### src/rtl/mult_top_if.sv
// Streaming operand/result bundle for the binary32 multiplier.
// The master drives operand pairs and the slave returns products.
interface mult_top_if;
  logic        valid_in;
  logic [31:0] in0;
  logic [31:0] in1;
  logic        valid_out;
  logic [31:0] out0;

  modport master (output valid_in, in0, in1, input  valid_out, out0);
  modport slave  (input  valid_in, in0, in1, output valid_out, out0);
endinterface

### src/rtl/mult_top.sv
// Pipelined binary32 multiplier: RNE rounding, flush-to-zero for denormals,
// canonical NaN output, fixed latency and no back-pressure.
module mult_top (
  input  logic      clk,
  input  logic      reset,
  mult_top_if.slave bus
);
  localparam int STAGES = 4;

  typedef enum logic [1:0] {K_NORM, K_ZERO, K_INF, K_NAN} kind_e;

  typedef struct packed {
    logic        sign;
    kind_e       kind;
    logic [7:0]  ea;
    logic [7:0]  eb;
    logic [23:0] ma;
    logic [23:0] mb;
  } s1_t;

  typedef struct packed {
    logic              sign;
    kind_e             kind;
    logic signed [9:0] exp;
    logic [47:0]       prod;
  } s2_t;

  // vld_pipe[0] tags the captured operands; vld_pipe[STAGES] is valid_out.
  logic [STAGES:0] vld_pipe;
  logic [31:0]     a_q, b_q;
  s1_t             s1_d, s1_q;
  s2_t             s2_d, s2_q;
  logic [31:0]     s3_d, s3_q;
  logic [31:0]     out_q;

  // S1: unpack and classify
  logic [7:0]  ea, eb;
  logic [22:0] fa, fb;
  logic        a_zero, b_zero, a_inf, b_inf, a_nan, b_nan;

  always_comb begin
    ea     = a_q[30:23];
    eb     = b_q[30:23];
    fa     = a_q[22:0];
    fb     = b_q[22:0];
    a_zero = (ea == 8'h00);
    b_zero = (eb == 8'h00);
    a_inf  = (ea == 8'hFF) && (fa == '0);
    b_inf  = (eb == 8'hFF) && (fb == '0);
    a_nan  = (ea == 8'hFF) && (fa != '0);
    b_nan  = (eb == 8'hFF) && (fb != '0);

    s1_d.sign = a_q[31] ^ b_q[31];
    s1_d.ea   = ea;
    s1_d.eb   = eb;
    s1_d.ma   = {1'b1, fa};
    s1_d.mb   = {1'b1, fb};
    if (a_nan || b_nan)                         s1_d.kind = K_NAN;
    else if ((a_inf && b_zero) || (b_inf && a_zero)) s1_d.kind = K_NAN;
    else if (a_inf || b_inf)                    s1_d.kind = K_INF;
    else if (a_zero || b_zero)                  s1_d.kind = K_ZERO;
    else                                        s1_d.kind = K_NORM;
  end

  // S2: mantissa product and biased exponent sum
  always_comb begin
    s2_d.sign = s1_q.sign;
    s2_d.kind = s1_q.kind;
    s2_d.prod = s1_q.ma * s1_q.mb;
    s2_d.exp  = $signed({2'b00, s1_q.ea}) + $signed({2'b00, s1_q.eb}) - 10'sd127;
  end

  // S3: normalize, round to nearest even, overflow/underflow and specials
  logic [22:0]       frac;
  logic              guard, sticky, rnd;
  logic [24:0]       mant_r;
  logic signed [9:0] e_n;

  always_comb begin
    if (s2_q.prod[47]) begin
      frac   = s2_q.prod[46:24];
      guard  = s2_q.prod[23];
      sticky = |s2_q.prod[22:0];
      e_n    = s2_q.exp + 10'sd1;
    end else begin
      frac   = s2_q.prod[45:23];
      guard  = s2_q.prod[22];
      sticky = |s2_q.prod[21:0];
      e_n    = s2_q.exp;
    end
    rnd    = guard & (sticky | frac[0]);
    mant_r = {2'b01, frac} + {24'b0, rnd};
    // Carry-out leaves the fraction field all zeros, so only the exponent moves.
    if (mant_r[24]) e_n = e_n + 10'sd1;

    unique case (s2_q.kind)
      K_NAN:   s3_d = 32'h7FC0_0000;
      K_INF:   s3_d = {s2_q.sign, 8'hFF, 23'b0};
      K_ZERO:  s3_d = {s2_q.sign, 31'b0};
      default: begin
        if (e_n >= 10'sd255)    s3_d = {s2_q.sign, 8'hFF, 23'b0};
        else if (e_n <= 10'sd0) s3_d = {s2_q.sign, 31'b0};
        else                    s3_d = {s2_q.sign, e_n[7:0], mant_r[22:0]};
      end
    endcase
  end

  always_ff @(posedge clk) begin
    if (!reset) begin
      vld_pipe <= '0;
      out_q    <= '0;
    end else begin
      vld_pipe <= {vld_pipe[STAGES-1:0], bus.valid_in};
      if (bus.valid_in) begin
        a_q <= bus.in0;
        b_q <= bus.in1;
      end
      if (vld_pipe[0]) s1_q  <= s1_d;
      if (vld_pipe[1]) s2_q  <= s2_d;
      if (vld_pipe[2]) s3_q  <= s3_d;
      if (vld_pipe[3]) out_q <= s3_q;
    end
  end

  assign bus.valid_out = vld_pipe[STAGES];
  assign bus.out0      = out_q;
endmodule

### src/flat_wrapper.sv
// flat-port wrapper written by rule: the top's interface ports become plain ports
module mult_top_flat 
  (clk, reset, bus_valid_in, bus_in0, bus_in1, bus_valid_out, bus_out0);
  mult_top_if bus_i ();
  input  logic clk;
  input  logic reset;
  input wire logic [$bits(bus_i.valid_in)-1:0] bus_valid_in;
  input wire logic [$bits(bus_i.in0)-1:0] bus_in0;
  input wire logic [$bits(bus_i.in1)-1:0] bus_in1;
  output wire logic [$bits(bus_i.valid_out)-1:0] bus_valid_out;
  output wire logic [$bits(bus_i.out0)-1:0] bus_out0;
  assign bus_i.valid_in = bus_valid_in;
  assign bus_i.in0 = bus_in0;
  assign bus_i.in1 = bus_in1;
  assign bus_valid_out = bus_i.valid_out;
  assign bus_out0 = bus_i.out0;
  mult_top u_core (.clk(clk), .reset(reset), .bus(bus_i));
endmodule
### config.mk
export PLATFORM = sky130hd
export DESIGN_NAME = mult_top_flat
export DESIGN_NICKNAME = d
export VERILOG_FILES = /design/src/rtl/mult_top_if.sv /design/src/rtl/mult_top.sv /design/src/flat_wrapper.sv
export SDC_FILE = /design/constraint.sdc
export NUM_CORES = 2
export LEC_CHECK = 0
export BUFFER_PORTS_ARGS = -buffer_cell sky130_fd_sc_hd__buf_2
export CAP_MARGIN = 20
export CORE_MARGIN = 3
export CORE_UTILIZATION = 45
export CTS_CLUSTER_SIZE = 25
export DETAILED_ROUTE_END_ITERATION = 8
export HOLD_SLACK_MARGIN = 0.15
export PLACE_DENSITY = 0.71
export SLEW_MARGIN = 30
export SYNTH_ARGS = -nofsm -noshare
export SYNTH_HDL_FRONTEND = slang
export SYNTH_SLANG_ARGS = --single-unit
### constraint.sdc
create_clock -name clk -period 11.5 [get_ports clk]
set_input_delay 1.15 -clock clk [delete_from_list [all_inputs] [get_ports clk]]
set_output_delay 1.15 -clock clk [all_outputs]
set_load 0.01 [all_outputs]
==> results.tsv <==
stage	metric	value	unit
floorplanning	die_w	260.8	µm
timing	setup_ws	3.035	ns
critical_path	crit_slowest_cell	edfxtp_1	
logic_synthesis	yosysTopAreaCell	fa_1	
logic_synthesis	ys_top_cells_by_count	inv_1 (578), fa_1 (483), nand2_1 (295)	
floorplanning	rows	92	
logic_synthesis	synth-simple-area-share	14.63	%
power_and_ir_drop	power_density	134.0	mW/mm²
timing	final_max_slew_viol_count	0	
cts	cts_tree	done	
cts	clk_latency	0.60	ns
critical_path	cp.arrival	8.81	ns
cts	numCtsBuffers	28	
route	drtPass1Iterations	5	
job	cap_violations	0	
critical_path	worstPathRequired	11.85	ns
timing	final_hold_viol_count	0	
logic_synthesis	yosysWarnings	0	
cts	ctsHtreeMaxLevel	1	
logic_synthesis	synthArstFlopShare	0	%
floorplanning	start_util	45.88	%
critical_path	r2r_start	u_core.s1_q[3]	
logic_synthesis	synthCells	2825	
timing	slew-limit-headroom	25.70	%
logic_synthesis	ys_types	68	
critical_path	r2r_slack	3.03	ns
place	place_area	0.03054	mm²
grt	grt_pass1_vias	20360	
critical_path	critPathLaunchType	register	
cts	postCtsSetupRepairBufs	0	
timing	setup_violations	0	
critical_path	cpPeakStageDelay	1.04	ns
cts	cts.sinks	259	
grt	grt_pass1_wl	111.2	mm
final_layout	drive_gt1_share	7.607	%
critical_path	crit_path_max_fanout	23	
grt	grt_max_degree	65	
floorplanning	die_h	260.8	µm
power_and_ir_drop	leakagePower	14.47	nW
cts	cts_resized	0	
logic_synthesis	syn-num-nets	3560	
cts	clk_path_buf_depth	3	
logic_synthesis	synth_compound_area_share	4.892	%
critical_path	cp_num_cells	25	
logic_synthesis	ys_ff_latch	259	
power_and_ir_drop	fin_total_pwr	4.232	mW
place	post-place-ws	3.183	ns
worst_hold_path	hp-class	reg2reg	
timing	worstMarginPinSlew	1.115	ns
timing	fmax	118.1	MHz
grt	grt.total_usage	21.00	%
route	wl	69.66	mm
critical_path	critPathKind	reg2reg	
timing	finalHoldWorstSlack	0.4185	ns
grt	grt_antenna_before_repair	3	
logic_synthesis	synthTopCellsByArea	fa_1 (33%), edfxtp_1 (23%), ha_1 (7.9%), inv_1 (7.4%), and2_1 (5.9%)	
critical_path	critical_path.top_delay_family	adder cells	
logic_synthesis	synth.cell_area	0.02921	mm²
place	portBuffers	99	
critical_path	ff2ff_path_depth	25	
logic_synthesis	synth.area.mux_share	1.881	%
timing	clock_skew	0.02555	ns
grt	overflow	0	
timing	min_period	8.465	ns
critical_path	critPathCapture	u_core.s2_q[47]	
logic_synthesis	syn_avg_cell_area	10.34	µm²
critical_path	cp-startpoint	u_core.s1_q[3]	
logic_synthesis	synth_edf_count	222	
cts	cts_root_buffer	clkbuf_16	
floorplanning	dieArea	0.06800	mm²
cts	postCtsHoldBufs	0	
route	wire_per_inst	18.62	µm
logic_synthesis	synth_ff_type	edfxtp_1	
route	drt_iter0_drc	1532	
outcome	status	completed	
critical_path	critPathBufInv	7	
logic_synthesis	seq_area_frac_synth	25.36	%
final_layout	nNetsFinal	3606	
floorplanning	ios	100	
power_and_ir_drop	peakVddDrop	152.2	µV
critical_path	crit_path_end_kind	register	
final_layout	fin_area	0.03157	mm²
logic_synthesis	synth_top_family_by_area	adder cells	
place	hpwl	53.53	mm
timing	grt_setup_unrepaired	false	
final_layout	area_growth	8.092	%
critical_path	r2r-end	u_core.s2_q[47]	
place	finalWeightedCongestion	0.9170	
logic_synthesis	synth.most_common_cell	inv_1	
timing	setup-tns-final	0	ns
logic_synthesis	synth_top_area_share	33.10	%
route	vias_per_cell	5.245	
floorplanning	fp.coreArea	0.06366	mm²
route	vias	19620	
logic_synthesis	synth_adder_area_share	41.03	%
route	drtAntennaViolNets	0	
cts	clk_pin_slew_worst_paths	0.06	ns
route	drc	0	
logic_synthesis	synth-xor-area-share	3.089	%
timing	fin_crit_sh	73.61	%
[power by group]
part           internal, mW  switching [mW]  total, mW
registers              1.17          0.0445       1.21
logic                 0.843            1.26       2.11
clock network         0.527           0.388      0.915
[cells by family after synthesis]
logic type / count (synthesis)
buffers and inverters: 703
AND/OR/NAND/NOR: 828
XOR/XNOR: 103
multiplexers: 54
AO/OA/AOI/OAI: 210
adder cells (fa/ha/maj): 668
flip-flops: 259
[through the flow]
step / util (%) / instances
floorplan: - / 2825
global placement: 47.95 / 3679
detailed placement: 47.97 / 3680
CTS: 49.44 / 3731
global route: 49.59 / 3739
finish: 49.60 / 3740
[placed cells by master, fill, tap and decap left out, drive strengths merged, types with 59 or more instances in the layout]
master,n
inv,581
edfxtp,222
xnor2,65
ha,185
fa,483
a21oi,59
and2,277
nand2,295
buf,139
nor2,85
[registers in the layout, summed over array words and instances, names as in the netlist]
name             flops
u_core.a_q          32
u_core.b_q          32
u_core.bus.out0     32
u_core.s1_q         65
u_core.s2_q         61
u_core.s3_q         32
u_core.vld_pipe      5
[per-layer routing]
| layer | global-route usage, % | up-vias | routed length (µm) | part of all wire (%) |
|---|---|---|---|---|
| met3 | 4.503 | 162 | 5629 | 8.1 |
| met1 | 26.97 | 9870 | 27580 | 40 |
| met5 | 0 | - | 0 | 0 |
| met2 | 34.75 | 738 | 33390 | 48 |
| li1 | - | 8848 | - | - |
| met4 | 8.284 | 0 | 3047 | 4.4 |
[final cells by class]
class | count | area, µm²
Tap cell | 846 | 1059
Fill cell | 5676 | 32080
Clock inverter | 15 | 156.4
Antenna cell | 2 | 5.005
Inverter | 580 | 2177
Clock buffer | 36 | 782.0
Sequential cell | 259 | 7411
Multi-Input combinational cell | 1863 | 19140
Timing Repair Buffer | 139 | 840.8
[worst min path at each step]
| stage | start | end | slack, ns | cells past startpoint |
|---|---|---|---|---|
| after floorplan | u_core.s1_q[64] | u_core.s2_q[58] | 0.40 | 0 |
| after global placement | u_core.s1_q[65] | u_core.s2_q[59] | 0.40 | 0 |
| after detailed placement | u_core.s1_q[66] | u_core.s2_q[60] | 0.41 | 0 |
| after CTS | u_core.s1_q[66] | u_core.s2_q[60] | 0.42 | 0 |
| after global routing | u_core.s1_q[66] | u_core.s2_q[60] | 0.43 | 0 |
| final | u_core.s1_q[66] | u_core.s2_q[60] | 0.42 | 0 |
[worst register-to-register path: cells and delay by family (launching register included)]
kind | cells | cell delay (ns)
adders and majority gates | 8 | 3.90
AOI/OAI and AO/OA | 7 | 2.48
DFF | 1 | 1.04
and+or+nand+nor | 2 | 0.40
buffers and inverters | 7 | 0.34
xor gates and xnor gates | 1 | 0.08
No activity file was read; power rests on OpenSTA's default activity.
